File: config.mk
export PLATFORM = sky130hd
export DESIGN_NAME = bg_cfg_ctrl
export DESIGN_NICKNAME = d
export VERILOG_FILES = /design/src/rtl/bg_cfg_ctrl.sv
export SDC_FILE = /design/constraint.sdc
export NUM_CORES = 1
export LEC_CHECK = 0
export BUFFER_PORTS_ARGS = -buffer_cell sky130_fd_sc_hd__buf_4
export CAP_MARGIN = 20
export CORE_ASPECT_RATIO = 0.5
export CORE_MARGIN = 2
export CORE_UTILIZATION = 40
export CTS_BUF_LIST = sky130_fd_sc_hd__clkbuf_2
export DETAILED_ROUTE_END_ITERATION = 16
export SYNTH_ARGS = -nofsm -noshare
export SYNTH_HDL_FRONTEND = slang
export SYNTH_SLANG_ARGS = --single-unit
File: constraint.sdc
create_clock -name clk -period 2.2 [get_ports clk]
set_clock_uncertainty 0.2 [all_clocks]
set_input_delay 0.22 -clock clk [delete_from_list [all_inputs] [get_ports clk]]
set_output_delay 0.22 -clock clk [all_outputs]
set_load 0.01 [all_outputs]
File: src/rtl/bg_cfg_ctrl.sv
// Background draw-stage configuration controller: round-robin update arbitration,
// a shadow register committed on the vblnk rising edge, a timed hit-flash override and a frame counter.
module bg_cfg_ctrl #(
  parameter logic [11:0] DEFAULT_COLOR  = 12'h888,
  parameter int          BORDER_W       = 6,
  parameter int unsigned DEFAULT_BORDER = 4,
  parameter int          FLASH_W        = 6,
  parameter int          FRAME_CNT_W    = 16
) (
  input  logic                   clk,
  input  logic                   rst,
  input  logic                   i_vblnk,
  input  logic [1:0]             i_req,
  input  logic [11:0]            i_req_color0,
  input  logic [11:0]            i_req_color1,
  input  logic [BORDER_W-1:0]    i_req_border0,
  input  logic [BORDER_W-1:0]    i_req_border1,
  output logic [1:0]             o_ack,
  input  logic                   i_flash_start,
  input  logic [11:0]            i_flash_color,
  input  logic [FLASH_W-1:0]     i_flash_frames,
  output logic [11:0]            o_bg_color,
  output logic [BORDER_W-1:0]    o_border_width,
  output logic                   o_pending,
  output logic                   o_flash_active,
  output logic [FRAME_CNT_W-1:0] o_frame_cnt
);

  typedef enum logic {S_IDLE, S_PEND}  commit_state_t;
  typedef enum logic {S_NORM, S_FLASH} flash_state_t;

  localparam logic [BORDER_W-1:0] DEF_BORDER = BORDER_W'(DEFAULT_BORDER);

  commit_state_t r_cstate, w_cstate_nxt;
  flash_state_t  r_fstate, w_fstate_nxt;

  logic                   r_vblnk_q;
  logic                   r_rr, w_rr_nxt;
  logic [1:0]             r_ack, w_grant;
  logic [11:0]            r_shadow_color, r_active_color, r_bg_color;
  logic [BORDER_W-1:0]    r_shadow_border, r_border_width;
  logic [FLASH_W-1:0]     r_fcnt, w_fcnt_nxt;
  logic [11:0]            r_fcol, w_fcol_nxt;
  logic [FRAME_CNT_W-1:0] r_frame_cnt;

  logic                   w_frame_edge;
  logic                   w_commit;
  logic [11:0]            w_win_color, w_active_color_nxt, w_bg_nxt;
  logic [BORDER_W-1:0]    w_win_border;

  assign w_frame_edge = i_vblnk & ~r_vblnk_q;

  // NOTE: every always_comb output gets a default first, so no path can infer a latch.
  always_comb begin
    w_grant  = 2'b00;
    w_rr_nxt = r_rr;
    unique case (i_req)
      2'b01:   w_grant = 2'b01;
      2'b10:   w_grant = 2'b10;
      2'b11: begin
        w_grant  = r_rr ? 2'b10 : 2'b01;
        w_rr_nxt = ~r_rr;
      end
      default: w_grant = 2'b00;
    endcase
  end

  assign w_win_color  = w_grant[1] ? i_req_color1  : i_req_color0;
  assign w_win_border = w_grant[1] ? i_req_border1 : i_req_border0;

  // A grant coinciding with the frame edge keeps the FSM pending: the old shadow
  // commits while the new value lands in the shadow.
  always_comb begin
    w_cstate_nxt = r_cstate;
    w_commit     = 1'b0;
    unique case (r_cstate)
      S_IDLE: if (|w_grant) w_cstate_nxt = S_PEND;
      S_PEND: begin
        w_commit = w_frame_edge;
        if (w_frame_edge && !(|w_grant)) w_cstate_nxt = S_IDLE;
      end
      default: w_cstate_nxt = S_IDLE;
    endcase
  end

  // A restart takes priority over the final countdown edge.
  always_comb begin
    w_fstate_nxt = r_fstate;
    w_fcnt_nxt   = r_fcnt;
    w_fcol_nxt   = r_fcol;
    if (i_flash_start && (i_flash_frames != '0)) begin
      w_fstate_nxt = S_FLASH;
      w_fcnt_nxt   = i_flash_frames;
      w_fcol_nxt   = i_flash_color;
    end else if ((r_fstate == S_FLASH) && w_frame_edge) begin
      if (r_fcnt == FLASH_W'(1)) w_fstate_nxt = S_NORM;
      w_fcnt_nxt = r_fcnt - FLASH_W'(1);
    end
  end

  assign w_active_color_nxt = w_commit ? r_shadow_color : r_active_color;
  assign w_bg_nxt = (w_fstate_nxt == S_FLASH) ? w_fcol_nxt : w_active_color_nxt;

  // NOTE: sequential state uses non-blocking assignments only, so every register
  // samples pre-edge values and the commit sees the old shadow.
  always_ff @(posedge clk) begin
    if (rst) begin
      r_cstate <= S_IDLE;
      r_fstate <= S_NORM;
    end else begin
      r_cstate <= w_cstate_nxt;
      r_fstate <= w_fstate_nxt;
    end
  end

  always_ff @(posedge clk) begin
    if (rst) begin
      r_vblnk_q       <= 1'b1;
      r_rr            <= 1'b0;
      r_ack           <= 2'b00;
      r_shadow_color  <= DEFAULT_COLOR;
      r_shadow_border <= DEF_BORDER;
      r_active_color  <= DEFAULT_COLOR;
      r_border_width  <= DEF_BORDER;
      r_bg_color      <= DEFAULT_COLOR;
      r_fcnt          <= '0;
      r_fcol          <= '0;
      r_frame_cnt     <= '0;
    end else begin
      r_vblnk_q      <= i_vblnk;
      r_rr           <= w_rr_nxt;
      r_ack          <= w_grant;
      r_active_color <= w_active_color_nxt;
      r_bg_color     <= w_bg_nxt;
      r_fcnt         <= w_fcnt_nxt;
      r_fcol         <= w_fcol_nxt;
      if (|w_grant) begin
        r_shadow_color  <= w_win_color;
        r_shadow_border <= w_win_border;
      end
      if (w_commit)     r_border_width <= r_shadow_border;
      if (w_frame_edge) r_frame_cnt    <= r_frame_cnt + FRAME_CNT_W'(1);
    end
  end

  assign o_ack          = r_ack;
  assign o_bg_color     = r_bg_color;
  assign o_border_width = r_border_width;
  assign o_pending      = (r_cstate == S_PEND);
  assign o_flash_active = (r_fstate == S_FLASH);
  assign o_frame_cnt    = r_frame_cnt;

endmodule
==> results.sh, run 1 <==
export IMPL_worstPathArrival_ps=2440
export IMPL_power_mw=3.08
export IMPL_avgSynthCellArea_um2=9.16
export IMPL_cts_num_sinks=88
export IMPL_antenna_found_initial=0
export IMPL_hold_viol_final=0
export IMPL_slew_headroom_pct=54.3
export IMPL_insertion_delay_ps=570
export IMPL_outcome="finished, final reports clean"
export IMPL_first_global_vias=3309
export IMPL_synthToLayoutAreaGrowth_pct=51.0
export IMPL_synthCells=386
export IMPL_drt_wl_total_mm=9.32
export IMPL_io_buffers=97
export IMPL_cp_data_required_time_ps=2510
export IMPL_num_nets_final=630
export IMPL_fmax_mhz=469
export IMPL_grt_ovfl_total=0
export IMPL_grt_pass1_wl_mm=15.8
export IMPL_synth_area_top_cells="dfxtp_1 (50%), nand2_1 (8.7%), nor2_1 (4.8%)"
export IMPL_cap_violations=0
export IMPL_dr_max_layer_used="met4"
export IMPL_ys_ff_latch=88
export IMPL_netlist_top_cells_count="dfxtp_1 (88), nand2_1 (82), nor2_1 (45)"
export IMPL_yosysUniqueCellTypes=50
export IMPL_yosysWarnings=0
export IMPL_synth_edf_count=0
export IMPL_cpPeakStageDelay_ps=560
export IMPL_std_cell_rows=24
export IMPL_die_area_mm2=0.00966
export IMPL_synth_cell_area_mm2=0.00354
export IMPL_htree_num_levels=3
export IMPL_setup_tns_ps=0
export IMPL_startpoint_type="register"
export IMPL_wl_met1_mm=4.43
export IMPL_ff2ff_path_depth=5
export IMPL_drv_slew=0
export IMPL_viasPerCell=4.81
export IMPL_hold_end="r_shadow_border[2]"
export IMPL_dieWidth_um=137
export IMPL_final_period_utilization_pct=96.9
export IMPL_reg2reg_slack_ps=70
export IMPL_reg2reg_from="r_rr"
export IMPL_die_y_um=70.5
export IMPL_syn_nets=449
export IMPL_clkTransAtPathRegs_ps=240
export IMPL_setup_violations=0
export IMPL_synthArstFlopShare_pct=0
export IMPL_grtUsageTotal_pct=21.0
export IMPL_grt_max_degree=43
export IMPL_wl_per_cell_um=13.5
export IMPL_hold_depth=4
export IMPL_crit_fanout=4
export IMPL_leakagePower_nw=2.26
export IMPL_met2_length_mm=4.31
export IMPL_ys_seq_area_share_pct=49.8
export IMPL_rsz0062_at_grt="no"
export IMPL_met3WireLength_um=410
export IMPL_critPathBufInv=2
export IMPL_end_kind="register"
export IMPL_drive_gt1_share_pct=25.2
export IMPL_io_pins=98
export IMPL_critPathSlowestCell="dlygate4sd3_1"
export IMPL_crit_chain="a21oi_2 -> nand2_1 -> dlygate4sd3_1 -> nand2_1 -> dlygate4sd3_1"
export IMPL_irDropWorstVdd_v=0.000329
export IMPL_root_buffer="clkbuf_2"
export IMPL_worst_pin_slew_ps=685
export IMPL_antennaDiodeCount=0
export IMPL_cts_tree="built"
export IMPL_route_vias_total=3312
export IMPL_critPathLaunch="r_rr"
export IMPL_p_per_area_mw_per_mm2=577
export IMPL_synth_area_leader_cell="dfxtp_1"
export IMPL_synth_most_common_cell="dfxtp_1"
export IMPL_ant_nets=0
export IMPL_drt_initial_drc_count=133
export IMPL_r2r_end="r_shadow_color[3]"
export IMPL_fp_coreArea_mm2=0.00865
export IMPL_worstSetupPathType="register to register"
export IMPL_yosysTopAreaCellShare_pct=49.8
export IMPL_numCtsBuffers=9
export IMPL_drc=0
export IMPL_min_path_type="primary input to register"
export IMPL_gp_congestion=0.810
export IMPL_clockBufferDepth=2
export IMPL_ys_flop_type="dfxtp_1"
export IMPL_cp_top_family="buffers and inverters"
export IMPL_start_util_pct=40.9
export IMPL_firstDrtPassIters=4
export IMPL_min_period_ps=2130
export IMPL_hp_start="i_req_border1[2]"
export IMPL_dp_hpwl_mm=5.77
## repair_timing
item / 4_1_cts / 5_1_grt
gates resized for setup: 0 / 3
endpoints found under the hold margin: 75 / 1
hold buffers: 79 / 1
setup buffers: 0 / 3
setup endpoints to repair: 0 / 7
## kinds of logic (layout without fill, tap and decap cells)
logic type,Yosys count,count (layout),synth area share (%)
simple gates,169,169,22.1
compound gates,68,68,15.4
buf+inv,30,216,4.17
flops,88,88,49.8
fa+ha+maj,3,3,1.06
xor+xnor,15,15,3.71
mux,13,13,3.68
## registers in the layout, summed over array words and instances (netlist names)
signal           cells
r_shadow_color      12
o_frame_cnt         16
o_flash_active       1
o_ack                2
r_active_color      12
r_fcol              12
o_bg_color          12
r_shadow_border      6
r_rr                 1
r_fcnt               6
r_vblnk_q            1
o_pending            1
o_border_width       6
## worst min-delay path, cell delays in order
cell and delay [ps]:
buf_4 80, a221oi_1 60, nand2_1 60, dlygate4sd3_1 540
## per-layer routing
layer  global-route usage (%)  vias up
li1                         -     1706
met1                     26.9     1516
met2                     33.6       77
met3                     6.39       13
met4                     7.33        0
met5                        0        -
## cell usage in the layout (no fill, tap or decap), types with 3 or more instances in the layout
cell           count
dlygate4sd3_1     79
o31ai_1            4
nand3b_1           3
a21oi_1           21
nand4_1            4
and3b_1            4
ha_1               3
inv_1              8
nand2_1           82
xor2_1             9
nand3_1            6
xnor2_1            6
a211oi_1           3
clkbuf_2           9
buf_4            111
a311oi_1          14
or4_1              4
a2bb2oi_1          6
dfxtp_1           87
a2bb2oi_2          3
nor2_1            45
a221oi_1           4
mux2i_1           13
## power breakdown
| group | leakage (nW) | internal, mW | switching [mW] |
|---|---|---|---|
| clock network | 0.0659 | 0.261 | 0.574 |
| logic | 1.47 | 0.303 | 0.218 |
| registers | 0.723 | 1.68 | 0.0466 |
## through the flow
step | utilization, % | std cells | hold slack [ps] | worst slack [ps] | cell area [µm²]
finish | 61.8 | 689 | 193 | 68.7 | 5340
global route | 61.8 | 689 | 148 | 8.18 | 5340
global placement | 50.9 | 591 | 220 | 162 | 4400
detailed placement | 50.9 | 591 | 222 | 139 | 4400
CTS | 61.4 | 686 | -284 | 26.1 | 5310
floorplan | - | 386 | 126 | 232 | 3540
## worst max path at each step
stage,endpoint,slack (ps),cells past startpoint
3_5_place_dp,o_bg_color[11],140,6
6_report,r_shadow_color[3],70,5
4_1_cts,r_fcnt[2],30,8
3_3_place_gp,o_bg_color[4],160,6
2_1_floorplan,o_bg_color[10],230,5
5_1_grt,r_shadow_color[3],8,5
## cell type report
class	count	area, µm²
clock buffer	9	45.0
clock inverter	7	71.3
fill	772	3310
inverter	8	30.0
multi-input combinational	268	1630
sequential	88	1760
tap	117	146
timing repair buffer	192	1660
No activity file was read; power rests on OpenSTA's default activity.
==> run 2, diff against run 1 <==
--- a/config.mk
+++ b/config.mk
@@ -7,11 +7,12 @@
 export LEC_CHECK = 0
 export BUFFER_PORTS_ARGS = -buffer_cell sky130_fd_sc_hd__buf_4
 export CAP_MARGIN = 20
-export CORE_ASPECT_RATIO = 0.5
+export CORE_ASPECT_RATIO = 1.2
 export CORE_MARGIN = 2
 export CORE_UTILIZATION = 40
 export CTS_BUF_LIST = sky130_fd_sc_hd__clkbuf_2
 export DETAILED_ROUTE_END_ITERATION = 16
+export PLACE_DENSITY = 0.7
 export SYNTH_ARGS = -nofsm -noshare
 export SYNTH_HDL_FRONTEND = slang
 export SYNTH_SLANG_ARGS = --single-unit
==> run 2 against run 1 <==
  * Worst setup slack improved by 2.3 ps
  * Largest cell class unchanged
  * Register-to-register slack improved by 20 ps
  * First-iteration DRC count fell by 25%
  * Flip-flop and latch count did not move
  * Combinational power fell by 3%
  * Core utilization fell by 1.3 points
  * Critical path depth rose by 3
  * Clock power fell by 4.6%
  * Non-clock buffer count fell by 19
  * Sequential power barely moved
  * Hold slack improved by 46 ps
==> results.sh, run 2 (synthesis results as in run 1) <==
export IMPL_final_cell_mix="buf_4 (103), dfxtp_1 (88), nand2_1 (82)"
export IMPL_grt_pass1_wl_mm=15.0
export IMPL_grtUsageTotal_pct=19.0
export IMPL_antenna_found_initial=0
export IMPL_io_pins=98
export IMPL_die_y_um=107
export IMPL_hold_viol_final=0
export IMPL_end_kind="register"
export IMPL_start_util_pct=41.3
export IMPL_holdWs_ps=239
export IMPL_drt_initial_drc_count=100
export IMPL_startpoint_type="primary input"
export IMPL_clockBufferDepth=2
export IMPL_firstDrtPassIters=4
export IMPL_viasPerCell=4.88
export IMPL_dp_slack_ps=118
export IMPL_final_period_utilization_pct=96.8
export IMPL_cp_top_family="buffers and inverters"
export IMPL_min_path_type="primary input to register"
export IMPL_crit_fanout=5
export IMPL_power_mw=3.03
export IMPL_drt_wl_total_mm=9.15
export IMPL_std_cell_rows=37
export IMPL_final_common_cell="buf_4"
export IMPL_first_global_vias=3301
export IMPL_cts_setup_buffers=0
export IMPL_cts_num_sinks=88
export IMPL_fp_coreArea_mm2=0.00856
export IMPL_cp_data_required_time_ps=2460
export IMPL_cts_tree="built"
export IMPL_wl_per_cell_um=13.7
export IMPL_drc=0
export IMPL_rsz0062_at_grt="no"
export IMPL_ant_nets=0
export IMPL_htree_num_levels=3
export IMPL_grt_ovfl_total=0
export IMPL_p_per_area_mw_per_mm2=585
export IMPL_die_area_mm2=0.00961
export IMPL_route_vias_total=3272
export IMPL_synthToLayoutAreaGrowth_pct=46.5
export IMPL_largest_register_ffs=16
export IMPL_num_nets_final=611
export IMPL_crit_chain="dlygate4sd3_1 -> buf_4 -> inv_1 -> a21oi_2 -> nand2_1 -> dlygate4sd3_1 -> nand2_1 -> dlygate4sd3_1"
export IMPL_insertion_delay_ps=510
export IMPL_worst_pin_slew_ps=657
export IMPL_cpPeakStageDelay_ps=550
export IMPL_setup_violations=0
export IMPL_min_period_ps=2130
export IMPL_drv_slew=0
export IMPL_antennaDiodeCount=0
export IMPL_worstPathArrival_ps=2390
export IMPL_slew_headroom_pct=56.2
export IMPL_critPathBufInv=5
export IMPL_grt_max_degree=36
export IMPL_numCtsBuffers=9
export IMPL_critPathSlowestCell="dlygate4sd3_1"
export IMPL_drive_gt1_share_pct=24.6
export IMPL_dieWidth_um=89.8
export IMPL_outcome="finished, final reports clean"
export IMPL_setup_tns_ps=0
export IMPL_root_buffer="clkbuf_2"
export IMPL_irDropWorstVdd_v=0.000325
export IMPL_dp_hpwl_mm=6.01
export IMPL_clkTransAtPathRegs_ps=230
export IMPL_path_common_cell="dlygate4sd3_1"
export IMPL_leakagePower_nw=2.21
export IMPL_io_buffers=97
export IMPL_gp_congestion=0.748
export IMPL_setup_slack_ps=71.0
export IMPL_cap_violations=0
export IMPL_worstSetupPathType="primary input to register"
export IMPL_fmax_mhz=470
-- run 2: cell types whose count changed in the layout (fill, tap and decap cells not counted) --
cell / delta
a311oi_2: +1
a21boi_4: +1
dfxtp_2: -1
clkinv_1: +1
dlygate4sd3_1: -11
dfxtp_1: +1
a311oi_1: -1
clkinvlp_4: -1
clkinv_4: -1
a21boi_1: -1
buf_4: -8
clkbuf_2: +1
-- run 2: worst paths after layout --
check                                           to  slack [ps]  depth (start not counted)                from
worst min-delay path             r_shadow_color[7]         240                          4     i_req_color1[7]
worst min register to register   o_border_width[3]         270                          2  r_shadow_border[3]
worst max-delay path            r_shadow_color[11]          70                          8            i_req[0]
worst max register to register   r_shadow_color[0]          90                          6                r_rr
-- run 2: metal layers --
metal / part of all wire, % / track usage, %
met5: 0 / 0
met4: 1.2 / 6.92
met3: 3.9 / 3.23
met2: 52 / 36.0
met1: 43 / 21.4
-- run 2: what timing repair did --
action | CTS | global route
hold buffers | 68 | 0
endpoints found under the setup margin | 0 | 10
resized for setup | 0 | 5
endpoints found under the hold margin | 63 | 0
-- run 2: cell type report --
class | count | area, µm²
clock inverter | 6 | 58.8
timing repair buffer | 173 | 1490
fill | 739 | 3380
clock buffer | 10 | 50.0
multi-input combinational | 268 | 1650
sequential | 88 | 1760
inverter | 8 | 30.0
tap | 117 | 146
-- run 2: stage by stage --
step / std cells / util [%] / instance area, µm²
after global routing: 670 / 60.5 / 5180
final: 670 / 60.5 / 5180
after detailed placement: 586 / 51.0 / 4370
after CTS: 670 / 60.2 / 5160
after floorplan: 386 / - / 3540
after global placement: 586 / 51.0 / 4370
-- run 2: tightest hold or removal path, stage by stage --
cell and delay (ps):
buf_4 80, a221oi_1 60, nand2_1 60, dlygate4sd3_1 530
-- run 2: where the power goes --
part,internal [mW],switching [mW],total [mW]
clock network,0.262,0.535,0.797
logic,0.290,0.214,0.504
registers,1.68,0.0479,1.73
